## src/rtl/regwr_arbiter_if.sv

```systemverilog
// Bundle of requester handshakes, busy hints and register-file write ports for regwr_arbiter.
// The requester side uses the master modport; the arbiter uses slave.
interface regwr_arbiter_if #(
    parameter int unsigned NREQ  = 4,
    parameter int unsigned ADDRW = 5
);
    logic [NREQ-1:0]       req_valid;
    logic [NREQ*ADDRW-1:0] req_addr;
    logic [NREQ*32-1:0]    req_data;
    logic [NREQ-1:0]       req_ready;
    logic                  st_busy;
    logic                  pc_busy;
    logic [1:0]            write;
    logic [ADDRW-1:0]      wa0;
    logic [ADDRW-1:0]      wa1;
    logic [31:0]           wd0;
    logic [31:0]           wd1;
    logic [NREQ-1:0]       starve;

    modport master (
        output req_valid, req_addr, req_data, st_busy, pc_busy,
        input  req_ready, write, wa0, wa1, wd0, wd1, starve
    );

    modport slave (
        input  req_valid, req_addr, req_data, st_busy, pc_busy,
        output req_ready, write, wa0, wa1, wd0, wd1, starve
    );
endinterface

```

## src/rtl/regwr_arbiter.sv

```systemverilog
// Two-port register-file write arbiter: round-robin over NREQ requesters, with a
// starvation override on port 0 and same-address suppression on port 1.
module regwr_arbiter #(
    parameter int unsigned NREQ  = 4,
    parameter int unsigned ADDRW = 5
) (
    input logic           clk,
    input logic           rst,
    regwr_arbiter_if.slave bus
);
    localparam int unsigned PW = (NREQ > 1) ? $clog2(NREQ) : 1;
    localparam logic [ADDRW-1:0] StAddr = ADDRW'(28);
    localparam logic [ADDRW-1:0] PcAddr = ADDRW'(31);

    logic [ADDRW-1:0] addr_a [NREQ];
    logic [31:0]      data_a [NREQ];
    logic [NREQ-1:0]  elig;
    logic [NREQ-1:0]  ready;
    logic             g0, g1;
    logic [PW-1:0]    p0, p1;

    logic [1:0]            write_q, write_d;
    logic [ADDRW-1:0]      wa0_q, wa0_d, wa1_q, wa1_d;
    logic [31:0]           wd0_q, wd0_d, wd1_q, wd1_d;
    logic [PW-1:0]         rr_q, rr_d;
    logic [NREQ-1:0][3:0]  cnt_q, cnt_d;
    logic [NREQ-1:0]       starve_q, starve_d;

    always_comb begin
        for (int i = 0; i < NREQ; i++) begin
            addr_a[i] = bus.req_addr[i*ADDRW +: ADDRW];
            data_a[i] = bus.req_data[i*32 +: 32];
            elig[i]   = bus.req_valid[i] && !rst
                        && !(addr_a[i] == StAddr && bus.st_busy)
                        && !(addr_a[i] == PcAddr && bus.pc_busy);
        end
    end

    // Port 0: lowest-index starving eligible requester, else first eligible from rr_q.
    // Port 1: next eligible after port 0 whose address differs.
    always_comb begin
        int unsigned idx;
        idx   = 0;
        g0    = 1'b0;
        g1    = 1'b0;
        p0    = '0;
        p1    = '0;
        ready = '0;
        for (int unsigned i = 0; i < NREQ; i++) begin
            if (!g0 && elig[i] && starve_q[i]) begin
                g0 = 1'b1;
                p0 = PW'(i);
            end
        end
        for (int unsigned k = 0; k < NREQ; k++) begin
            idx = (32'(rr_q) + k) % NREQ;
            if (!g0 && elig[idx]) begin
                g0 = 1'b1;
                p0 = PW'(idx);
            end
        end
        for (int unsigned k = 1; k < NREQ; k++) begin
            idx = (32'(p0) + k) % NREQ;
            if (g0 && !g1 && elig[idx] && addr_a[idx] != addr_a[p0]) begin
                g1 = 1'b1;
                p1 = PW'(idx);
            end
        end
        if (g0) ready[p0] = 1'b1;
        if (g1) ready[p1] = 1'b1;
    end

    always_comb begin
        write_d = {g1, g0};
        wa0_d   = g0 ? addr_a[p0] : wa0_q;
        wd0_d   = g0 ? data_a[p0] : wd0_q;
        wa1_d   = g1 ? addr_a[p1] : wa1_q;
        wd1_d   = g1 ? data_a[p1] : wd1_q;
        rr_d    = rr_q;
        if (g1) begin
            rr_d = PW'((32'(p1) + 1) % NREQ);
        end else if (g0) begin
            rr_d = PW'((32'(p0) + 1) % NREQ);
        end
        for (int i = 0; i < NREQ; i++) begin
            if (bus.req_valid[i] && !ready[i]) begin
                cnt_d[i] = (cnt_q[i] == 4'd15) ? 4'd15 : cnt_q[i] + 4'd1;
            end else begin
                cnt_d[i] = 4'd0;
            end
            starve_d[i] = (cnt_d[i] == 4'd15);
        end
    end

    always_ff @(posedge clk) begin
        if (rst) begin
            write_q  <= '0;
            wa0_q    <= '0;
            wa1_q    <= '0;
            wd0_q    <= '0;
            wd1_q    <= '0;
            rr_q     <= '0;
            cnt_q    <= '0;
            starve_q <= '0;
        end else begin
            write_q  <= write_d;
            wa0_q    <= wa0_d;
            wa1_q    <= wa1_d;
            wd0_q    <= wd0_d;
            wd1_q    <= wd1_d;
            rr_q     <= rr_d;
            cnt_q    <= cnt_d;
            starve_q <= starve_d;
        end
    end

    assign bus.req_ready = ready;
    assign bus.write     = write_q;
    assign bus.wa0       = wa0_q;
    assign bus.wa1       = wa1_q;
    assign bus.wd0       = wd0_q;
    assign bus.wd1       = wd1_q;
    assign bus.starve    = starve_q;
endmodule

```

## src/flat_wrapper.sv

```systemverilog
// flat-port wrapper written by rule: the top's interface ports become plain ports
module regwr_arbiter_flat 
#(
    parameter int unsigned NREQ  = 4,
    parameter int unsigned ADDRW = 5
)
  (clk, rst, bus_req_valid, bus_req_addr, bus_req_data, bus_st_busy, bus_pc_busy, bus_req_ready, bus_write, bus_wa0, bus_wa1, bus_wd0, bus_wd1, bus_starve);
  regwr_arbiter_if #(.NREQ(NREQ), .ADDRW(ADDRW)) bus_i ();
  input logic clk;
  input logic rst;
  input wire logic [$bits(bus_i.req_valid)-1:0] bus_req_valid;
  input wire logic [$bits(bus_i.req_addr)-1:0] bus_req_addr;
  input wire logic [$bits(bus_i.req_data)-1:0] bus_req_data;
  input wire logic [$bits(bus_i.st_busy)-1:0] bus_st_busy;
  input wire logic [$bits(bus_i.pc_busy)-1:0] bus_pc_busy;
  output wire logic [$bits(bus_i.req_ready)-1:0] bus_req_ready;
  output wire logic [$bits(bus_i.write)-1:0] bus_write;
  output wire logic [$bits(bus_i.wa0)-1:0] bus_wa0;
  output wire logic [$bits(bus_i.wa1)-1:0] bus_wa1;
  output wire logic [$bits(bus_i.wd0)-1:0] bus_wd0;
  output wire logic [$bits(bus_i.wd1)-1:0] bus_wd1;
  output wire logic [$bits(bus_i.starve)-1:0] bus_starve;
  assign bus_i.req_valid = bus_req_valid;
  assign bus_i.req_addr = bus_req_addr;
  assign bus_i.req_data = bus_req_data;
  assign bus_i.st_busy = bus_st_busy;
  assign bus_i.pc_busy = bus_pc_busy;
  assign bus_req_ready = bus_i.req_ready;
  assign bus_write = bus_i.write;
  assign bus_wa0 = bus_i.wa0;
  assign bus_wa1 = bus_i.wa1;
  assign bus_wd0 = bus_i.wd0;
  assign bus_wd1 = bus_i.wd1;
  assign bus_starve = bus_i.starve;
  regwr_arbiter #(.NREQ(NREQ), .ADDRW(ADDRW)) u_core (.clk(clk), .rst(rst), .bus(bus_i));
endmodule
```

## config.mk

```make
export PLATFORM = sky130hd
export DESIGN_NAME = regwr_arbiter_flat
export DESIGN_NICKNAME = d
export VERILOG_FILES = /design/src/rtl/regwr_arbiter_if.sv /design/src/rtl/regwr_arbiter.sv /design/src/flat_wrapper.sv
export SDC_FILE = /design/constraint.sdc
export NUM_CORES = 1
export LEC_CHECK = 0
export BUFFER_PORTS_ARGS = -buffer_cell sky130_fd_sc_hd__buf_4
export CAP_MARGIN = 20
export CORE_ASPECT_RATIO = 1.4
export CORE_UTILIZATION = 51
export DETAILED_ROUTE_END_ITERATION = 12
export GPL_ROUTABILITY_DRIVEN = 0
export GPL_TIMING_DRIVEN = 0
export PLACE_DENSITY_LB_ADDON = 0.2
export SYNTH_ARGS = -nofsm -noshare
export SYNTH_HDL_FRONTEND = slang
export SYNTH_SLANG_ARGS = --single-unit
```

## constraint.sdc

```tcl
create_clock -name clk -period 7.3 [get_ports clk]
set_input_delay 0.365 -clock clk [delete_from_list [all_inputs] [get_ports clk]]
set_output_delay 0.365 -clock clk [all_outputs]
set_load 0.02 [all_outputs]
```

-- Yosys cells after proc, flatten, opt, wreduce, memory -nomap -nowiden
Index checks and enable logic that the tools add are counted.
- reductions and logical operators: 68
- muxes and demuxes: 72
- $add $sub $neg: 11
- order comparisons: 16
- bitwise logic cells: 6
- equal/unequal tests: 19
- operator list (operator ; count):
    $bmux 32 s2 ; 2
    $mux 32 ; 4
    $ge 33x3->1 const B ; 3
    $not 2->33 ; 3
    $bmux 5 s2 ; 5
    $mux 5 ; 10
    $logic_and 1x1->1 ; 45
    $eq 5x5->1 const B ; 8
    $mux 4 ; 10
    $eq 4x4->1 const B ; 8
    $lt 2x3->1 const B ; 9
    $logic_not 1->1 ; 22
    $mux 2 ; 11
    $mux 1 ; 21
    $add 4x1->4 const B ; 4
    $ne 5x5->1 ; 3
    $bmux 1 s2 ; 7
    $add 2x2->2 const B ; 4
    $add 2x1->2 const B ; 3
    $ge 3x3->1 const B ; 2
    $not 2->3 ; 2
    $demux 1 s2 ; 2
    $ge 2x1->1 const B ; 2
    $or 4x4->4 ; 1
    $reduce_bool 2->1 ; 1
- input bits: 156
- output and inout port bits: 84
- logic and storage cells: 203
- flip-flop bits (word level): 98

-- Logic depth before layout (Yosys ltp)
Gate-level depths: netlist of run 1.
- word-level depth: 59
- gate-level depth with buffers: 28
- depth with buffers taken out: 20

-- Least setup slack after synthesis of run 1
Ideal clock, no wire load.
- path type: input -> register
- from: in bus_req_addr[10]
- to: reg u_core.starve_q[3] (netlist: u_core.bus.starve[3])
- setup time: 91 ps
- slack: 660 ps
- data required time: 7209 ps
- buffers on the path: 8
- data arrival time: 6548 ps
- stages on the path: 27
- cell sequence: nor3b_1 -> o2111ai_2 -> a2bb2oi_1 -> and2b_1 -> inv_1 -> o41ai_1 -> o32ai_4 -> clkbuf_1 -> buf_1 -> ha_1 -> clkbuf_1 -> clkbuf_1 -> clkbuf_1 -> mux2i_1 -> xnor2_1 -> nand3_1 -> a221o_1 -> a21oi_1 -> a21o_1 -> clkbuf_1 -> buf_4 -> buf_4 -> inv_1 -> ha_1 -> a22o_1 -> or2_1 -> nor4bb_1
- cells in the longest elaborated chain, start to end: 52
- elaborated cells between the ends (all ways): 102
- those cells by class: add/sub (3); order compare (4); eq/ne (6); mux (51); bitwise (5); reduce/logical (33)
- RTL lines (what ; RTL line ; source):
    from (decl) ; flat_wrapper.sv:12 ; input wire logic [$bits(bus_i.req_addr)-1:0] bus_req_addr;
    $eq 5x5->1 ; regwr_arbiter.sv:34 ; && !(addr_a[i] == StAddr && bus.st_busy)
    $logic_and 1x1->1 ; regwr_arbiter.sv:34 ;
    $logic_not 1->1 ; regwr_arbiter.sv:34 ;
    $logic_and 1x1->1 ; regwr_arbiter.sv:34 ;
    $logic_and 1x1->1 ; regwr_arbiter.sv:35 ; && !(addr_a[i] == PcAddr && bus.pc_busy);
    $logic_and 1x1->1 (2 in series) ; regwr_arbiter.sv:50 ; if (!g0 && elig[i] && starve_q[i]) begin
    $mux 1 ; regwr_arbiter.sv:50 ;
    $logic_not 1->1 ; regwr_arbiter.sv:50 ;
    (+36 left out) ; -- ;
    $demux 1 s2 ; -- ;
    $or 4x4->4 (no source line) ; -- ;
    $mux 4 (*) ; regwr_arbiter.sv:70 ; if (g1) ready[p1] = 1'b1;
    via bus_req_ready[3] ; flat_wrapper.sv:16 ; output wire logic [$bits(bus_i.req_ready)-1:0] bus_req_ready;
    $logic_not 1->1 (*) ; regwr_arbiter.sv:86 ; if (bus.req_valid[i] && !ready[i]) begin
    $logic_and 1x1->1 (*) ; regwr_arbiter.sv:86 ;
    $mux 4 (*) ; regwr_arbiter.sv:86 ;
    $eq 4x4->1 (*) ; regwr_arbiter.sv:91 ; starve_d[i] = (cnt_d[i] == 4'd15);
    to (signal assigned) ; regwr_arbiter.sv:113 ; starve_q <= starve_d;
    to (decl) ; regwr_arbiter.sv:27 ; logic [NREQ-1:0] starve_q, starve_d;
Mark *: on every way through the listed nets, which the timed path passes. The rest lies on a longest branch. The select of a mux whose other input is x is not followed.
A chain may end at the register's enable or synchronous reset.

-- Final worst setup path of run 1
- from: in bus_req_addr[6]
- to: out bus_req_ready[1]
- cells in the longest elaborated chain, start to end: 52
- elaborated cells between the ends (all ways): 103
- those cells by class: add/sub (3); order compare (4); eq/ne (5); mux (52); bitwise (5); reduce/logical (34)
- RTL lines (what ; RTL line ; source):
    $eq 5x5->1 ; regwr_arbiter.sv:34 ;
    $logic_and 1x1->1 ; regwr_arbiter.sv:34 ;
    $logic_not 1->1 ; regwr_arbiter.sv:34 ;
    $logic_and 1x1->1 ; regwr_arbiter.sv:34 ;
    $logic_and 1x1->1 ; regwr_arbiter.sv:35 ;
    $logic_and 1x1->1 (2 in series) ; regwr_arbiter.sv:50 ;
    $mux 1 ; regwr_arbiter.sv:50 ;
    $logic_not 1->1 ; regwr_arbiter.sv:50 ;
    (+33 left out) ; -- ;
    $logic_and 1x1->1 (3 in series) ; regwr_arbiter.sv:64 ; if (g0 && !g1 && elig[idx] && addr_a[idx] != addr_a[p0]) begin
    $mux 2 ; regwr_arbiter.sv:64 ;
    $lt 2x3->1 (implied by the code) or $ge 2x1->1 (tied branches) ; regwr_arbiter.sv:70 ;
    $logic_and 1x1->1 (implied by the code) ; regwr_arbiter.sv:70 ;
    $mux 1 (implied by the code) ; regwr_arbiter.sv:70 ;
    $demux 1 s2 ; -- ;
    $or 4x4->4 (no source line) ; -- ;
    $mux 4 (*) ; regwr_arbiter.sv:70 ;
    to (decl) ; flat_wrapper.sv:16 ;
Mark *: on every way between the ends. The rest lies on a longest branch, timed or not. The select of a mux whose other input is x is not followed.

==> impl_metrics.json, run 1 <==
{
  "run_status": "finished, final reports clean",
  "cts_htree_levels": 3,
  "synthCells": 920,
  "post-route-period-util_pct": 96.3,
  "grt_pass1_wl_mm": 38.7,
  "syn_area_um2": 6920,
  "die_w_um": 100,
  "layoutNonFillerInstCount": 1347,
  "hold_slack_ns": 0.269,
  "clk-insertion-delay-late_ns": 0.34,
  "r2r-end": "u_core.bus.starve[3]",
  "cp_slowest_cell": "ha_2",
  "first_iter_violations": 590,
  "avgSynthCellArea_um2": 7.52,
  "cp.arrival_ns": 6.66,
  "rsz0062_at_grt": "false",
  "maxSlewHeadroom_pct": 48.3,
  "synth_edf_count": 0,
  "hold_depth": 2,
  "placed_cells": 1334,
  "syn-num-nets": 1088,
  "cts_tree": "built",
  "antenna_found_initial": 0,
  "met3_length_mm": 1.95,
  "drc": 0,
  "setup_viol": 0,
  "cts_setup_buffers": 0,
  "final_util_pct": 69.3,
  "cp_data_required_time_ns": 6.93,
  "maxCapViolCount": 0,
  "routed_wl_mm": 24.8,
  "hold_viol_final": 0,
  "pre_cts_slack_ns": -1.16,
  "fin_ws_ns": 0.273,
  "cts-buffers-inserted": 9,
  "hold_buffers": 0,
  "dpl_cell_area_um2": 8890,
  "slowest_delay_ns": 0.45,
  "synth_ff_type": "dfxtp_1",
  "wl_met1_mm": 9.07,
  "r2r_setup_slack_ns": 0.77,
  "ant_nets": 0,
  "top_level_ports": 240,
  "place.detailed.hpwl_mm": 18.8,
  "ir_worst_vdd_uv": 303,
  "cts.clk_slew.worst_paths_ns": 0.07,
  "max_freq_mhz": 142,
  "grtUsageTotal_pct": 35.0,
  "yosys.area.top_type": "dfxtp_1",
  "holdCritStartpoint": "bus_req_valid[0]",
  "reg2reg_depth": 25,
  "finalClockSkew_ns": 0.00828,
  "rows": 50,
  "rr_startpoint": "u_core.rr_q[0]",
  "start_util_pct": 51.9,
  "synth_cell_types": 63,
  "grt_pass1_vias": 7752,
  "cp-start-kind": "input pin",
  "routedWlPerCell_um": 18.4,
  "pwr_density_cell_nw_per_um2": 474,
  "topRoutingLayerUsed": "met4",
  "core-area_um2": 13300,
  "worst_path_most_repeated_cell": "buf_4",
  "synth_top_area_share_pct": 28.3,
  "cts_sinks": 98,
  "grt-ovfl-total": 0,
  "synth-seq-cells": 98,
  "yosysSeqAreaShare_pct": 28.3,
  "antennaDiodeCount": 0,
  "vias": 8018,
  "ys.warnings.count": 0,
  "die_h_um": 140,
  "grt_max_degree": 16,
  "drt_pass1_iterations": 6,
  "whs_endpoint": "u_core.bus.starve[0]",
  "final_nets": 1329,
  "worst_pin_slew_ns": 0.772,
  "endpoint_kind": "primary output",
  "synth_area_leaders": "dfxtp_1, mux2i_1, nand2_1",
  "hold_class": "input pin to flip-flop",
  "setup.worst_path.class": "input pin to primary output",
  "min_period_ns": 7.03,
  "fillers": 1196,
  "dr_wl_met2_mm": 12.6,
  "final_cell_area_um2": 9240,
  "area_delta_synth_final_pct": 33.4,
  "root_buffer": "clkbuf_16",
  "async_flop_share_pct": 0,
  "cts_buffer_depth": 2,
  "portBuffers": 232,
  "viasPerCell": 5.95,
  "crit_fanout": 11,
  "finalMaxSlewViolations": 0,
  "post_route_cells_drive_above_1_share_pct": 25.2,
  "die_area_um2": 14000,
  "p_leak_nw": 4.29
}
-- synth_stat cells (all sizes together) (2+ instances only) --
cell type    n
o2111ai      5
mux4         2
a211oi       8
o2111a       4
nor2b        5
a31oi        5
buf         23
nor3         7
nand2      229
nand3      120
and3        14
a22oi        5
o21ai       14
a21oi       58
a31o         2
nor4b        2
a221o        3
a2bb2oi      2
o22ai        2
or2          3
o31a         3
ha          12
o221ai      39
nor2        26
mux2         2
xnor2       17
mux2i      103
a21o         3
o41ai        2
clkbuf      45
nor3b        7
dfxtp       98
inv         12
nor4bb       3
o22a         3
xor2         3
nand2b       4
a22o         5
and2         8
-- how the worst max path moves through the flow --
stage                      from                   end  cells after the start  slack (ns)
2_1_floorplan  bus_req_addr[10]  u_core.bus.starve[3]                     27        0.66
4_1_cts        bus_req_addr[10]      bus_req_ready[1]                     27        0.01
3_5_place_dp    bus_req_addr[5]  u_core.bus.starve[3]                     26       -1.16
3_3_place_gp    bus_req_addr[5]  u_core.bus.starve[3]                     26       -1.11
6_report        bus_req_addr[6]      bus_req_ready[1]                     26        0.27
5_1_grt         bus_req_addr[6]      bus_req_ready[1]                     25        0.01
-- metal layers --
layer	track usage (%)	vias to the layer above
met5	0	-
met4	18.1	0
met3	7.53	93
met2	61.0	427
met1	39.3	3698
li1	-	3800
-- critical path, delay by kind of cell --
| family | cells | cell delay, ns |
|---|---|---|
| buffers and inverters | 11 | 2.31 |
| AOI/OAI and AO/OA | 8 | 2.07 |
| and+or+nand+nor | 3 | 0.81 |
| adders and majority gates | 2 | 0.65 |
| muxes | 1 | 0.27 |
| xor gates and xnor gates | 1 | 0.16 |
-- registers in the layout, indices dropped and copies added, names as in the netlist --
register / cells
u_core.cnt_q: 16
u_core.bus.starve: 4
u_core.bus.write: 2
u_core.rr_q: 2
u_core.bus.wa1: 5
u_core.bus.wd0: 32
u_core.bus.wd1: 32
u_core.bus.wa0: 5
-- what timing repair did --
item                                    CTS  global route
pin swaps                                 0             1
endpoints found under the setup margin   52            14
resized for setup                        12             8
-- layout make-up --
type	count	area, um^2	share of cell area (%)
Tap cell	182	228	2.47
Timing Repair Buffer	232	1740	18.9
Clock inverter	5	53.8	0.583
Clock buffer	10	239	2.59
Buffer	66	287	3.10
Multi-Input combinational cell	742	4680	50.6
Inverter	12	47.5	0.515
Sequential cell	98	1960	21.2
-- placed cells by master (no fill, tap or decap), types with 17 or more instances in the layout --
| master | count |
|---|---|
| a21oi_1 | 57 |
| buf_4 | 236 |
| clkbuf_1 | 37 |
| dfxtp_1 | 98 |
| mux2i_1 | 103 |
| nand2_1 | 229 |
| nand3_1 | 120 |
| nor2_1 | 22 |
| o221ai_1 | 39 |
| xnor2_1 | 17 |
-- power by group --
part	switching [W]	internal [W]
Combinational	0.00179	0.00120
Clock	0.000215	0.000273
Sequential	0.000130	0.000769
-- metrics by stage --
step                total power, W  setup TNS, ns
global route               0.00465              0
detailed placement         0.00382         -39.37
global placement           0.00379         -37.50
finish                     0.00438              0
CTS                        0.00434              0
floorplan                  0.00287              0
-- cell families (layout without fill, tap and decap cells) --
| family | count (synthesis) | in the layout | synth area share (%) |
|---|---|---|---|
| AOI/OAI and AO/OA | 172 | 172 | 18.2 |
| xor gates and xnor gates | 20 | 20 | 2.53 |
| adders and majority gates | 12 | 12 | 2.17 |
| DFF | 98 | 98 | 28.3 |
| muxes | 107 | 107 | 15.9 |
| and+or+nand+nor | 431 | 431 | 28.2 |
| buffers and inverters | 80 | 325 | 4.74 |
Note: power is estimated with default switching activity, not from simulation.
==> inputs of run 2 (changes only) <==
Settings changed: CTS_BUF_LIST set to sky130_fd_sc_hd__clkbuf_16.
==> impl_metrics.json, run 2 (synthesized netlist as in run 1, its figures left out) <==
{
  "vias": 8013,
  "first_iter_violations": 571,
  "post-route-period-util_pct": 95.3,
  "layoutNonFillerInstCount": 1347,
  "finalClockSkew_ns": 0.00997,
  "setup_viol": 0,
  "cts_tree": "built",
  "portBuffers": 232,
  "p_leak_nw": 4.29,
  "post_route_cells_drive_above_1_share_pct": 25.2,
  "wl_met1_mm": 9.08,
  "grt-ovfl-total": 0,
  "met3_length_mm": 2.00,
  "routedWlPerCell_um": 18.4,
  "run_status": "finished, final reports clean",
  "grt_pass1_vias": 7735,
  "cp_data_required_time_ns": 6.93,
  "max_freq_mhz": 144,
  "ant_nets": 0,
  "rsz0062_at_grt": "false",
  "min_period_ns": 6.95,
  "top_level_ports": 240,
  "drt_pass1_iterations": 7,
  "die_h_um": 140,
  "cts_htree_levels": 3,
  "cp-start-kind": "input pin",
  "drc": 0,
  "clk-insertion-delay-late_ns": 0.35,
  "cts_setup_buffers": 0,
  "endpoint_kind": "primary output",
  "grt_max_degree": 16,
  "die_area_um2": 14000,
  "hold_buffers": 0,
  "finalMaxSlewViolations": 0,
  "post_cts_resized": 12,
  "grt_pass1_wl_mm": 38.7,
  "setup.worst_path.class": "input pin to primary output",
  "start_util_pct": 51.9,
  "ir_worst_vdd_uv": 302,
  "worst_pin_slew_ns": 0.799,
  "place.detailed.hpwl_mm": 18.8,
  "placed_cells": 1334,
  "final_cell_mix": "buf_4, nand2_1, nand3_1, mux2i_1, dfxtp_1",
  "hold_slack_ns": 0.268,
  "viasPerCell": 5.95,
  "pwr_density_cell_nw_per_um2": 473,
  "hold_viol_final": 0,
  "cts-buffers-inserted": 9,
  "final_nets": 1329,
  "final_cell_area_um2": 9230,
  "crit_fanout": 11,
  "topRoutingLayerUsed": "met4",
  "grtUsageTotal_pct": 35.0,
  "mostFrequentLayoutCell": "buf_4",
  "antennaDiodeCount": 0,
  "hold_class": "input pin to flip-flop",
  "cts_buffer_depth": 2,
  "maxSlewHeadroom_pct": 46.5,
  "core-area_um2": 13300,
  "die_w_um": 100,
  "rows": 50,
  "final_util_pct": 69.3,
  "root_buffer": "clkbuf_16",
  "area_delta_synth_final_pct": 33.4,
  "maxCapViolCount": 0,
  "cts.clk_slew.worst_paths_ns": 0.06,
  "fin_ws_ns": 0.346,
  "dpl_cell_area_um2": 8890,
  "antenna_found_initial": 0,
  "cp.arrival_ns": 6.59,
  "dr_wl_met2_mm": 12.7,
  "routed_wl_mm": 24.8,
  "cts_sinks": 98,
  "pre_cts_slack_ns": -1.16
}
run 2: worst max-delay path, cell delays in order:
cell and delay, ns:
buf_4 0.12, clkbuf_1 0.24, nor2b_1 0.33, nand2_1 0.12, o22ai_1 0.28, and2b_1 0.30, a31o_2 0.28, o32ai_4 0.33
buf_2 0.36, buf_2 0.31, ha_2 0.32, clkbuf_4 0.28, clkbuf_4 0.28, mux2i_1 0.26, xnor2_1 0.16, nand3_1 0.12
a221o_1 0.37, a21oi_1 0.14, a21o_1 0.14, clkbuf_1 0.20, buf_4 0.26, buf_4 0.27, inv_1 0.09, ha_1 0.20
a22o_1 0.27, buf_4 0.18
run 2: area by class of cell:
cell class,count,area (um^2)
multi-input combinational,742,4680
fill,1202,4100
buffer,66,287
timing repair buffer,232,1740
clock inverter,6,57.6
tap,182,228
clock buffer,9,225
inverter,12,47.5
sequential,98,1960
run 2: path summary, 6_finish.rpt:
path,end,depth (start not counted),slack (ns),from
hold / removal,u_core.bus.starve[0],2,0.27,bus_req_valid[0]
setup reg to reg,u_core.bus.starve[3],25,0.77,u_core.rr_q[0]
setup / recovery,bus_req_ready[1],26,0.35,rst
hold reg to reg,u_core.bus.wd0[0],2,0.45,u_core.bus.wd0[0]
run 2: layer usage:
metal	vias up	GRT usage, %
met5	-	0
met4	0	17.9
met3	77	7.63
met2	419	60.9
met1	3718	39.5
li1	3799	-
run 2: where the power goes:
part | switching [W] | internal [W]
Clock | 0.000215 | 0.000263
Combinational | 0.00179 | 0.00120
Sequential | 0.000130 | 0.000769
Total | 0.00213 | 0.00224
run 2: through the flow:
| stage | power [W] | setup TNS (ns) |
|---|---|---|
| after floorplan | 0.00287 | 0 |
| after global placement | 0.00379 | -37.50 |
| after detailed placement | 0.00382 | -39.37 |
| after CTS | 0.00433 | 0 |
| after global routing | 0.00464 | 0 |
| final | 0.00437 | 0 |
==> inputs of run 3 (changes only) <==
Settings changed: CELL_PAD_IN_SITES_DETAIL_PLACEMENT set to 1, CELL_PAD_IN_SITES_GLOBAL_PLACEMENT set to 2, CORE_UTILIZATION 51 to 25.
Clock period 7.3 ns to 5.86 ns, I/O delays scaled along.
==> impl_metrics.json, run 3 (synthesized netlist as in run 1, its figures left out) <==
{
  "finalMaxSlewViolations": 0,
  "cp.arrival_ns": 5.34,
  "die_area_um2": 28400,
  "setup.worst_path.class": "input pin to primary output",
  "die_w_um": 143,
  "vias": 7764,
  "top_level_ports": 240,
  "cp-start-kind": "input pin",
  "rows": 71,
  "run_status": "finished, final reports clean",
  "area_delta_synth_final_pct": 40.7,
  "cts-buffers-inserted": 9,
  "layoutNonFillerInstCount": 1535,
  "grt-ovfl-total": 0,
  "routedWlPerCell_um": 20.6,
  "grt_max_degree": 21,
  "start_util_pct": 25.6,
  "post_route_cells_drive_above_1_share_pct": 27.8,
  "hold_slack_ns": 0.175,
  "min_period_ns": 5.63,
  "final_cell_mix": "buf_4, nand2_1, nand3_1, mux2i_1, dfxtp_1",
  "viasPerCell": 5.06,
  "grt_pass1_vias": 8241,
  "die_h_um": 199,
  "whs_endpoint": "u_core.bus.starve[2]",
  "post-route-period-util_pct": 96.1,
  "root_buffer": "clkbuf_16",
  "portBuffers": 232,
  "endpoint_kind": "primary output",
  "p_leak_nw": 4.34,
  "cts_htree_levels": 3,
  "grtUsageTotal_pct": 22.3,
  "setup_viol": 0,
  "place.detailed.hpwl_mm": 24.7,
  "finalClockSkew_ns": 0.0171,
  "fillers": 3357,
  "cts_buffer_depth": 2,
  "rsz0062_at_grt": "false",
  "ir_worst_vdd_uv": 270,
  "final_nets": 1333,
  "hold_depth": 3,
  "antenna_found_initial": 0,
  "cts_sinks": 98,
  "cp_data_required_time_ns": 5.57,
  "routed_wl_mm": 31.5,
  "max_freq_mhz": 178,
  "maxCapViolCount": 0,
  "drt_pass1_iterations": 4,
  "final_util_pct": 36.1,
  "pwr_density_cell_nw_per_um2": 579,
  "r2r_setup_slack_ns": 0.45,
  "cts_tree": "built",
  "antennaDiodeCount": 0,
  "rr_startpoint": "u_core.rr_q[1]",
  "ant_nets": 0,
  "hold_class": "input pin to flip-flop",
  "mostFrequentLayoutCell": "buf_4",
  "hold_buffers": 0,
  "reg2reg_depth": 20,
  "core-area_um2": 27000,
  "drc": 0,
  "crit_fanout": 20,
  "worst_pin_slew_ns": 0.880,
  "grt_pass1_wl_mm": 47.3,
  "placed_cells": 1517,
  "first_iter_violations": 253,
  "clk-insertion-delay-late_ns": 0.37,
  "cts.clk_slew.worst_paths_ns": 0.08,
  "holdCritStartpoint": "bus_req_valid[2]",
  "r2r-end": "u_core.bus.wd1[28]",
  "hold_viol_final": 0,
  "maxSlewHeadroom_pct": 41.1
}
## run 3: cell types whose count changed in the layout (fill, tap and decap cells not counted), sizes merged
cell,change
buf,+6
bufinv,-1
clkbuf,-2
clkinv,-3
clkinvlp,+5
## run 3: timing repair
item | CTS | global route
setup endpoints to repair | 63 | 21
buffers inserted | 2 | 5
pin swaps | 2 | 3
gates resized for setup | 42 | 17
## run 3: report_power, final
part | internal [W] | switching (W)
Clock | 0.000291 | 0.000308
Combinational | 0.00157 | 0.00235
Sequential | 0.000958 | 0.000164
## run 3: how the worst max path moves through the flow
stage	from	end	slack (ns)	cells past startpoint
floorplan	bus_req_addr[10]	u_core.bus.starve[3]	0.004	27
global placement	bus_req_addr[5]	u_core.bus.starve[3]	-1.73	28
detailed placement	bus_req_addr[5]	u_core.bus.starve[3]	-1.75	28
CTS	bus_req_addr[5]	bus_req_ready[3]	0.008	23
global route	bus_req_addr[6]	bus_req_ready[1]	0.009	23
finish	bus_req_addr[16]	bus_req_ready[1]	0.23	23
## run 3: critical path, cell delays in order
cell	delay (ns)
buf_4	0.17
and3_1	0.25
o2111a_2	0.36
a2bb2oi_2	0.19
and2b_2	0.25
inv_1	0.09
o41ai_4	0.38
o32ai_4	0.16
buf_4	0.23
ha_4	0.34
clkbuf_8	0.21
clkbuf_8	0.21
mux2i_1	0.23
xnor2_1	0.14
nand3_1	0.11
a221o_1	0.38
a21oi_1	0.14
a21o_2	0.22
buf_12	0.22
inv_1	0.09
ha_1	0.20
a22o_1	0.28
buf_4	0.19
## run 3: per-stage QoR
stage | power, W | setup WS [ns] | area, um^2 | TNS, ns
3_3_place_gp | 0.00498 | -1.73 | 9150 | -76.95
4_1_cts | 0.00569 | 0.00767 | 9610 | 0
2_1_floorplan | 0.00359 | 0.00396 | 6950 | 0
5_1_grt | 0.00604 | 0.00883 | 9740 | 0
6_report | 0.00564 | 0.228 | 9740 | 0
3_5_place_dp | 0.00500 | -1.75 | 9150 | -76.56
## run 3: layout make-up
cell class              count  area [um^2]  area share [%]
clock buffers               9          225            2.31
clock inverters             7         55.1           0.565
inverters                  12         47.5           0.488
multi-input cells         742         4860            49.9
repair buffers            239         1810            18.5
plain buffers              63          325            3.34
flip-flops and latches     98         1960            20.1
well taps                 365          457            4.69
## run 3: per-layer routing
metal / GRT usage (%) / share of wire [%]
met5: 0 / 0
met4: 8.24 / 2.7
met3: 4.89 / 4.7
met2: 41.0 / 52
met1: 24.7 / 40
